### src/rtl/prog_loader_pkg.sv
// Shared definitions for the program loader: FSM state type, byte width,
// the fixed field order of a boot frame, and the image-size helper.
package prog_loader_pkg;

  localparam int BYTE_W = 8;

  // Boot frame layout: big-endian word count, then HI/LO byte pairs,
  // optionally followed by one XOR checksum byte.
  localparam int FRAME_LEN_HI_POS      = 0;
  localparam int FRAME_LEN_LO_POS      = 1;
  localparam int FRAME_DATA_POS        = 2;
  localparam int FRAME_BYTES_PER_WORD  = 2;

  typedef enum logic [2:0] {
    ST_LEN_HI  = 3'd0,
    ST_LEN_LO  = 3'd1,
    ST_DATA_HI = 3'd2,
    ST_DATA_LO = 3'd3,
    ST_WRITE   = 3'd4,
    ST_CHK     = 3'd5,
    ST_RUN     = 3'd6,
    ST_ERR     = 3'd7
  } loader_state_t;

  // Largest image that fits in an instruction memory of the given address width.
  function automatic int max_words(input int addr_w);
    return 1 << addr_w;
  endfunction

endpackage

### src/rtl/prog_loader_if.sv
// Byte-stream link into the program loader (valid/ready handshake).
//   in_valid : source has a byte on in_data
//   in_data  : stream byte
//   in_ready : sink accepts the byte; transfer = in_valid & in_ready at rising clk
// Modports: master = byte source, slave = loader.
interface prog_loader_if;
  import prog_loader_pkg::*;

  logic              in_valid;
  logic [BYTE_W-1:0] in_data;
  logic              in_ready;

  modport master (output in_valid, output in_data, input  in_ready);
  modport slave  (input  in_valid, input  in_data, output in_ready);

endinterface

### src/rtl/prog_loader.sv
// Boot-time program loader. Receives a framed byte stream, assembles 16-bit
// instruction words, writes them sequentially into instruction memory and
// holds the processor's pc_enable (cpu_run) low until the image is complete.
//
// Ports:
//   clk          system clock, rising edge
//   rst          asynchronous active-low reset
//   load_req     single-cycle pulse; restarts loading from RUN or ERR
//   s_in         byte stream (prog_loader_if.slave: in_valid/in_data/in_ready)
//   imem_we      instruction memory write strobe, one cycle per word
//   imem_addr    write address (holds when imem_we = 0)
//   imem_wdata   write data (holds when imem_we = 0)
//   cpu_run      drives the processor's pc_enable
//   load_done    image loaded successfully
//   load_err     frame error
//   words_loaded words written in the current load
//
// Build option: define PROG_LOADER_CHECKSUM_EN to require a trailing XOR
// checksum byte (covering LEN_HI through the last DATA_LO) before RUN.
module prog_loader
  import prog_loader_pkg::*;
#(
  parameter int ARQ    = 16,
  parameter int ADDR_W = 13
) (
  input  logic              clk,
  input  logic              rst,
  input  logic              load_req,
  prog_loader_if.slave      s_in,
  output logic              imem_we,
  output logic [ADDR_W-1:0] imem_addr,
  output logic [ARQ-1:0]    imem_wdata,
  output logic              cpu_run,
  output logic              load_done,
  output logic              load_err,
  output logic [ADDR_W:0]   words_loaded
);

  localparam int MAX_N = max_words(ADDR_W);

  loader_state_t     r_state;
  logic              r_in_ready;
  logic              r_we;
  logic [ADDR_W-1:0] r_addr;
  logic [ARQ-1:0]    r_wdata;
  logic              r_cpu_run;
  logic              r_load_done;
  logic              r_load_err;
  logic [ADDR_W:0]   r_idx;
  logic [15:0]       r_n;
  logic [BYTE_W-1:0] r_len_hi;
  logic [BYTE_W-1:0] r_hi;
`ifdef PROG_LOADER_CHECKSUM_EN
  logic [BYTE_W-1:0] r_xor;
`endif

  logic              w_hs;
  logic [15:0]       w_n;
  logic              w_too_big;
  logic [ADDR_W:0]   w_idx_nxt;
  logic              w_last;

  assign w_hs      = s_in.in_valid & r_in_ready;
  assign w_n       = {r_len_hi, s_in.in_data};
  assign w_too_big = (32'(w_n) > 32'(MAX_N));
  assign w_idx_nxt = r_idx + (ADDR_W+1)'(1);
  // Index is one wider than the address, so N == 2**ADDR_W ends on the
  // all-ones address without the counter wrapping.
  assign w_last    = (32'(w_idx_nxt) == 32'(r_n));

  // Instruction byte staging; pure data, so left out of reset.
  always_ff @(posedge clk) begin
    if (w_hs && (r_state == ST_DATA_HI)) r_hi <= s_in.in_data;
  end

  always_ff @(posedge clk or negedge rst) begin
    if (!rst) begin
      r_state     <= ST_LEN_HI;
      r_in_ready  <= 1'b0;
      r_we        <= 1'b0;
      r_addr      <= '0;
      r_wdata     <= '0;
      r_cpu_run   <= 1'b0;
      r_load_done <= 1'b0;
      r_load_err  <= 1'b0;
      r_idx       <= '0;
      r_n         <= '0;
      r_len_hi    <= '0;
`ifdef PROG_LOADER_CHECKSUM_EN
      r_xor       <= '0;
`endif
    end else begin
      r_we <= 1'b0;
`ifdef PROG_LOADER_CHECKSUM_EN
      if (w_hs && (r_state inside {ST_LEN_HI, ST_LEN_LO, ST_DATA_HI, ST_DATA_LO}))
        r_xor <= r_xor ^ s_in.in_data;
`endif
      case (r_state)
        ST_LEN_HI: begin
          // First state after reset or restart; ready rises here.
          r_in_ready <= 1'b1;
          if (w_hs) begin
            r_len_hi <= s_in.in_data;
            r_state  <= ST_LEN_LO;
          end
        end
        ST_LEN_LO: begin
          if (w_hs) begin
            r_n <= w_n;
            if (w_too_big) begin
              r_state    <= ST_ERR;
              r_load_err <= 1'b1;
              r_in_ready <= 1'b0;
            end else if (w_n == '0) begin
`ifdef PROG_LOADER_CHECKSUM_EN
              r_state     <= ST_CHK;
`else
              r_state     <= ST_RUN;
              r_cpu_run   <= 1'b1;
              r_load_done <= 1'b1;
              r_in_ready  <= 1'b0;
`endif
            end else begin
              r_state <= ST_DATA_HI;
            end
          end
        end
        ST_DATA_HI: begin
          if (w_hs) r_state <= ST_DATA_LO;
        end
        ST_DATA_LO: begin
          // Write strobe is registered so it lands in the WRITE cycle.
          if (w_hs) begin
            r_we       <= 1'b1;
            r_addr     <= r_idx[ADDR_W-1:0];
            r_wdata    <= {r_hi, s_in.in_data};
            r_in_ready <= 1'b0;
            r_state    <= ST_WRITE;
          end
        end
        ST_WRITE: begin
          r_idx <= w_idx_nxt;
          if (w_last) begin
`ifdef PROG_LOADER_CHECKSUM_EN
            r_state     <= ST_CHK;
            r_in_ready  <= 1'b1;
`else
            r_state     <= ST_RUN;
            r_cpu_run   <= 1'b1;
            r_load_done <= 1'b1;
`endif
          end else begin
            r_state    <= ST_DATA_HI;
            r_in_ready <= 1'b1;
          end
        end
`ifdef PROG_LOADER_CHECKSUM_EN
        ST_CHK: begin
          if (w_hs) begin
            r_in_ready <= 1'b0;
            if (s_in.in_data == r_xor) begin
              r_state     <= ST_RUN;
              r_cpu_run   <= 1'b1;
              r_load_done <= 1'b1;
            end else begin
              r_state    <= ST_ERR;
              r_load_err <= 1'b1;
            end
          end
        end
`endif
        ST_RUN: begin
          if (load_req) begin
            r_state     <= ST_LEN_HI;
            r_cpu_run   <= 1'b0;
            r_load_done <= 1'b0;
            r_idx       <= '0;
            r_in_ready  <= 1'b1;
`ifdef PROG_LOADER_CHECKSUM_EN
            r_xor       <= '0;
`endif
          end
        end
        ST_ERR: begin
          if (load_req) begin
            r_state    <= ST_LEN_HI;
            r_load_err <= 1'b0;
            r_idx      <= '0;
            r_in_ready <= 1'b1;
`ifdef PROG_LOADER_CHECKSUM_EN
            r_xor      <= '0;
`endif
          end
        end
        default: begin
          // Unreachable encoding (CHK without checksum): park safely in ERR.
          r_state    <= ST_ERR;
          r_load_err <= 1'b1;
          r_in_ready <= 1'b0;
        end
      endcase
    end
  end

  assign s_in.in_ready = r_in_ready;
  assign imem_we       = r_we;
  assign imem_addr     = r_addr;
  assign imem_wdata    = r_wdata;
  assign cpu_run       = r_cpu_run;
  assign load_done     = r_load_done;
  assign load_err      = r_load_err;
  assign words_loaded  = r_idx;

endmodule

### src/flat_wrapper.sv
// flat-port wrapper written by rule: the top's interface ports become plain ports
module prog_loader_flat import prog_loader_pkg::*;
#(
  parameter int ARQ    = 16,
  parameter int ADDR_W = 13
)
  (clk, rst, load_req, imem_we, imem_addr, imem_wdata, cpu_run, load_done, load_err, words_loaded, s_in_in_valid, s_in_in_data, s_in_in_ready);
  prog_loader_if s_in_i ();
  input  logic clk;
  input  logic rst;
  input  logic load_req;
  output logic imem_we;
  output logic [ADDR_W-1:0] imem_addr;
  output logic [ARQ-1:0] imem_wdata;
  output logic cpu_run;
  output logic load_done;
  output logic load_err;
  output logic [ADDR_W:0] words_loaded;
  input wire logic [$bits(s_in_i.in_valid)-1:0] s_in_in_valid;
  input wire logic [$bits(s_in_i.in_data)-1:0] s_in_in_data;
  output wire logic [$bits(s_in_i.in_ready)-1:0] s_in_in_ready;
  assign s_in_i.in_valid = s_in_in_valid;
  assign s_in_i.in_data = s_in_in_data;
  assign s_in_in_ready = s_in_i.in_ready;
  prog_loader #(.ARQ(ARQ), .ADDR_W(ADDR_W)) u_core (.clk(clk), .rst(rst), .load_req(load_req), .s_in(s_in_i), .imem_we(imem_we), .imem_addr(imem_addr), .imem_wdata(imem_wdata), .cpu_run(cpu_run), .load_done(load_done), .load_err(load_err), .words_loaded(words_loaded));
endmodule
### config.mk
export PLATFORM = sky130hd
export DESIGN_NAME = prog_loader_flat
export DESIGN_NICKNAME = d
export VERILOG_FILES = /design/src/rtl/prog_loader_pkg.sv /design/src/rtl/prog_loader_if.sv /design/src/rtl/prog_loader.sv /design/src/flat_wrapper.sv
export SDC_FILE = /design/constraint.sdc
export NUM_CORES = 1
export LEC_CHECK = 0
export BUFFER_PORTS_ARGS = -buffer_cell sky130_fd_sc_hd__buf_2
export CORE_UTILIZATION = 56
export CTS_BUF_LIST = sky130_fd_sc_hd__clkbuf_16
export CTS_CLUSTER_SIZE = 24
export DETAILED_ROUTE_END_ITERATION = 7
export HOLD_SLACK_MARGIN = 0.08
export PLACE_DENSITY_LB_ADDON = 0.3
export SYNTH_ARGS = -nofsm -noshare
export SYNTH_HDL_FRONTEND = slang
export SYNTH_SLANG_ARGS = --single-unit
export TNS_END_PERCENT = 10
### constraint.sdc
create_clock -name clk -period 2.58 [get_ports clk]
set_input_delay 0.516 -clock clk [delete_from_list [all_inputs] [get_ports clk]]
set_output_delay 0.516 -clock clk [all_outputs]
set_load 0.01 [all_outputs]
# After elaboration in Yosys (flattened, before gate mapping)
# Cells that the tools add are included.
[word_totals] out_inout_bits=48 reg_bits=82 input_bits=12 wordCells=80
[classes] n_reduce_logical=15 n_eq_ne=20 muxes=29 bitwise_logic=3 order_cmp=1 n_addsub=1
[op_table] operator="14-bit one-hot mux with 2 select lines" n=1
[op_table] operator="3-bit two-way mux" n=8
[op_table] operator="3-bit one-hot mux with 6 select lines" n=1
[op_table] operator="14-bit by 16-bit equality test with 1-bit output" n=1
[op_table] operator="16-bit by 14-bit > comparator with 1-bit output, second input constant" n=1
[op_table] operator="16-bit logical NOT" n=1
[op_table] operator="2-bit by 1-bit inequality test with 1-bit output, second input constant" n=8
[op_table] operator="1-bit two-way mux" n=15
[op_table] operator="14-bit by 1-bit adder with 14-bit output, second input constant" n=1
[op_table] operator="14-bit two-way mux" n=1
[op_table] operator="6-bit AND reduction" n=2
[op_table] operator="3-bit equality test, second input constant" n=3
[op_table] operator="2-bit inequality test, second input constant" n=4
[op_table] operator="2-bit AND reduction" n=4
[op_table] operator="3-bit by 2-bit equality test with 1-bit output, second input constant" n=2
[op_table] operator="1-bit one-hot mux with 3 select lines" n=2
[op_table] operator="1-bit one-hot mux with 6 select lines" n=1
[op_table] operator="5-bit AND reduction" n=1
[op_table] operator="5-bit OR reduction" n=1
[op_table] operator="4-bit AND reduction" n=1
[op_table] operator="3-bit by 1-bit equality test with 1-bit output, second input constant" n=1
[op_table] operator="3-bit logical NOT" n=1
[op_table] operator="3-bit by 1-bit inequality test with 1-bit output, second input constant" n=1
[op_table] operator="3-bit nonzero test" n=1
[op_table] operator="other kinds (5)" n=6

# Logic depth before layout (Yosys ltp)
[depth] word_depth=5 ltp_mapped=8

# Worst setup path before layout
# No wires, ideal clock.
[synth_path] path_kind="reg-to-reg" from="register u_core.r_idx[0], in the netlist u_core.words_loaded[0]" to="register u_core.r_in_ready, in the netlist u_core.s_in.in_ready" synth_period_minus_slack_ps=2244 arrival_ps=2115 slack_ps=336 n_path_buf=0 path_stages_with_launch=8 required_ps=2451 path_cell_list="dfrtp_1 -> ha_1 -> nand2_1 -> or3_1 -> a221oi_2 -> nand4_1 -> a2111o_1 -> o41a_1"
[synth_via] elab_chain_len=4
[synth_lines] element="start, declared" line_no="prog_loader.sv:49" text="logic [ADDR_W:0] r_idx;"
[synth_lines] element="start signal, assigned" line_no="prog_loader.sv:142" text="r_idx <= w_idx_nxt;"
[synth_lines] element="14-bit by 1-bit adder with 14-bit output" line_no="prog_loader.sv:66" text="assign w_idx_nxt = r_idx + (ADDR_W+1)'(1);"
[synth_lines] element="14-bit by 16-bit equality test with 1-bit output" line_no="prog_loader.sv:69" text="assign w_last = (32'(w_idx_nxt) == 32'(r_n));"
[synth_lines] element="2-bit inequality test (no source line)"
[synth_lines] element="6-bit AND reduction (no source line)"
[synth_lines] element="end signal, assigned" line_no="prog_loader.sv:79" text="r_in_ready <= 1'b0;"
[synth_lines] element="end signal, assigned" line_no="prog_loader.sv:101" text="r_in_ready <= 1'b1;"
[synth_lines] element="end signal, assigned" line_no="prog_loader.sv:113" text="r_in_ready <= 1'b0;"
[synth_lines] element="end, declared" line_no="prog_loader.sv:42" text="logic r_in_ready;"
# Every way passes these cells.
# A chain may end at the register's enable or synchronous reset.

# Final worst setup path
[layout_path] from="register u_core.r_idx[1], in the netlist u_core.words_loaded[1]" to="register u_core.r_in_ready, in the netlist u_core.s_in.in_ready"
# The elaborated chain is that of the path after synthesis.

==> reports/metrics.yaml <==
synthAdderAreaFrac_pct: 0.327
core.rowCount: 29
dieArea_um2: 7160
drtAntennaViolNets: 0
synthFlopType: "dfrtp_1"
yosysTopAreaCell: "dfrtp_1"
outcome: "finished with violations"
synthesis.nets: 338
overflow: 0
start_util_pct: 59.2
yosys-top-cells-area: "dfrtp_1, mux2_2, edfxtp_1, nand2_1, o21ai_0"
first_iter_violations: 233
violations: "DRC"
post_dp_cell_area_um2: 4150
power_density_nw_per_um2: 1200
crit_slowest_cell: "dfrtp_2"
num_vias: 2769
p_comb_share_pct: 34.1
cts_setup_buffers: 0
synth-edff-count: 8
path_delay_family: "compound AO/OA/AOI/OAI gates"
synthMuxAreaShare_pct: 13.8
drv_cap: 0
coreArea_um2: 6460
fin_crit_ps: 2420
yosysMostFrequentCell: "dfrtp_1"
ioPinCount: 60
dpl.hpwl_um: 5410
grt_usage_pct: 25.3
place_inst: 451
worst_pin_slew_ps: 932
max_freq_ghz: 0.414
critPathLaunchType: "flop"
syn-cell-area_um2: 3820
cts_max_level: 3
final_cells: 467
portBuffers: 59
grt_pass1_wl_um: 13700
area_growth_pct: 16.6
syn_inst: 325
fin_nets: 398
synth_top_family_by_area: "multiplexers"
dr.pass1.iters: 8
rsz0062_at_grt: "no"
p_int_w: 0.00347
dieWidth_um: 84.6
drc: 4
slew_headroom_pct: 37.9
cts_buffer_depth: 2
p_switching_w: 0.00189
synth-compound-area-share_pct: 9.36
crit_arrival_ps: 2640
clkTransAtPathRegs_ps: 60
reg2reg_to: "u_core.s_in.in_ready$_DFFE_PN0P_"
grt_pass1_vias: 2694
synth_xor_area_share_pct: 4.94
path_buf_inv: 0
period_share_pct: 93.7
clockPowerShare_pct: 24.0
ys_seq_area_share_pct: 54.7
slowest_delay_ps: 410
synthDistinctLibCells: 49
worstPathCellList: "ha_2 > nand2_1 > or3_1 > a221oi_2 > nand4_1 > a2111o_1 > o41a_1"
cp-end-kind: "flop"
final.setup.tns_ps: 0
antenna_found_initial: 0
sw_frac_of_total_pct: 35.2
setup.worst_path.class: "reg2reg"
r2r_cells: 7
yosys_warnings: 0
synth_simple_gate_area_share_pct: 12.6
n_antenna_cell: 0
crit_required_ps: 2800
ys_ff_latch: 82
setup_viol: 0
ir_worst_vdd_v: 0.000775
regToRegSetupSlack_ps: 160
cts-root-buf: "clkbuf_16"
p_leak_nw: 2.06
crit_fanout: 6
cts_tree: "built"
yosysTopAreaCellShare_pct: 48.4
totalWireLength_um: 8090
clock-sinks: 82
async_flop_share_pct: 90.2
drive_above_1_share_pct: 34.4
clk_latency_ps: 340
wire_per_inst_um: 17.3
chipHeight_um: 84.6
hold_viol_final: 0
syn_avg_cell_area_um2: 11.8
fin_area_um2: 4460
finalMaxSlewViolations: 0
synth_common_cells: "dfrtp_1, mux2_2, nand2_1, o21ai_0, nor2_1"
clock_skew_ps: 5.41
vias_per_cell: 5.93
gp_congestion: 0.836
grt_max_degree: 75
cts_inserted_buffers: 9
hp-class: "in2async"
crit-reg2reg-launch: "u_core.words_loaded[1]$_DFFE_PN0P_"
seqPwrFrac_pct: 41.9
[what timing repair did]
| item | in CTS | in global routing |
|---|---|---|
| hold buffers | 0 | 0 |
| setup endpoints to repair | 0 | 1 |
| resized for setup | 0 | 3 |
[worst max path at each step]
stage	start	end	slack, ps	depth (start not counted)
after floorplan	u_core.words_loaded[0]$_DFFE_PN0P_	u_core.s_in.in_ready$_DFFE_PN0P_	340	7
after global placement	u_core.words_loaded[1]$_DFFE_PN0P_	u_core.s_in.in_ready$_DFFE_PN0P_	280	7
after detailed placement	u_core.words_loaded[1]$_DFFE_PN0P_	u_core.s_in.in_ready$_DFFE_PN0P_	130	7
after CTS	u_core.words_loaded[1]$_DFFE_PN0P_	u_core.s_in.in_ready$_DFFE_PN0P_	110	7
after global routing	u_core.words_loaded[1]$_DFFE_PN0P_	u_core.s_in.in_ready$_DFFE_PN0P_	30	7
final	u_core.words_loaded[1]$_DFFE_PN0P_	u_core.s_in.in_ready$_DFFE_PN0P_	160	7
[cells in the final DEF (no fill, tap or decap), types with 3 or more instances in the layout]
cell type / synthesis / layout
a21oi_1: 8 / 8
nand3_1: 5 / 5
clkinvlp_4: 0 / 3
dfrtp_1: 74 / 73
or3_1: 4 / 4
nor3_1: 6 / 6
nor4_1: 4 / 3
edfxtp_1: 8 / 8
o31ai_1: 5 / 5
o21ai_0: 23 / 23
buf_4: 1 / 11
mux2_2: 39 / 39
xnor2_1: 11 / 11
buf_2: 4 / 58
nand2_1: 39 / 39
nor2_1: 14 / 14
xor2_1: 8 / 8
inv_1: 3 / 3
clkbuf_16: 0 / 9
mux2_1: 6 / 6
nand4_1: 8 / 8
o41ai_1: 3 / 3
a31oi_1: 5 / 5
nor2b_1: 3 / 3
[layer usage]
metal | wire (µm) | share of wire, % | up-vias | track usage (%)
met4 | 112 | 1.4 | 0 | 10.2
li1 | - | - | 1289 | -
met5 | 0 | 0 | - | 0
met2 | 3740 | 46 | 88 | 36.8
met3 | 411 | 5.1 | 10 | 4.92
met1 | 3830 | 47 | 1382 | 37.4
[cell families after synthesis]
group | count (synthesis)
adder cells (fa/ha/maj) | 1
buffers and inverters | 24
multiplexers | 47
AO/OA/AOI/OAI | 55
XOR/XNOR | 20
AND/OR/NAND/NOR | 96
flip-flops | 82
[final cells by class]
cell class	instances	area, µm²
sequential	82	2090
fill	512	2000
multi-input combinational	219	1580
timing repair buffer	69	373
clock buffer	9	225
tap	77	96.3
clock inverter	7	76.3
inverter	4	15.0
[power groups by stage]
stage	combinational [W]	sequential, W	clock, W
after floorplan	0.00124	0.00224	0
after global placement	0.00177	0.00223	0
after detailed placement	0.00182	0.00226	0
after CTS	0.00184	0.00224	0.00131
after global routing	0.00202	0.00231	0.00136
final	0.00183	0.00224	0.00129
[registers in the layout, summed over array words and instances, names as in the netlist]
signal	count
u_core.r_len_hi	8
u_core.r_state	3
u_core.words_loaded	14
u_core.load_err	1
u_core.imem_wdata	16
u_core.imem_addr	13
u_core.imem_we	1
u_core.r_n	16
u_core.r_hi	8
u_core.load_done	1
u_core.s_in.in_ready	1
[through the flow]
step / hold WS (ps) / utilization [%] / setup WS [ps] / total power [W]
floorplan: 220 / - / 336 / 0.00348
global placement: 420 / 64.2 / 284 / 0.00400
detailed placement: 427 / 64.2 / 129 / 0.00407
CTS: 353 / 68.8 / 111 / 0.00538
global route: 398 / 69.0 / 29.2 / 0.00570
finish: 302 / 69.0 / 162 / 0.00536
(Power assumes the default switching activity.)
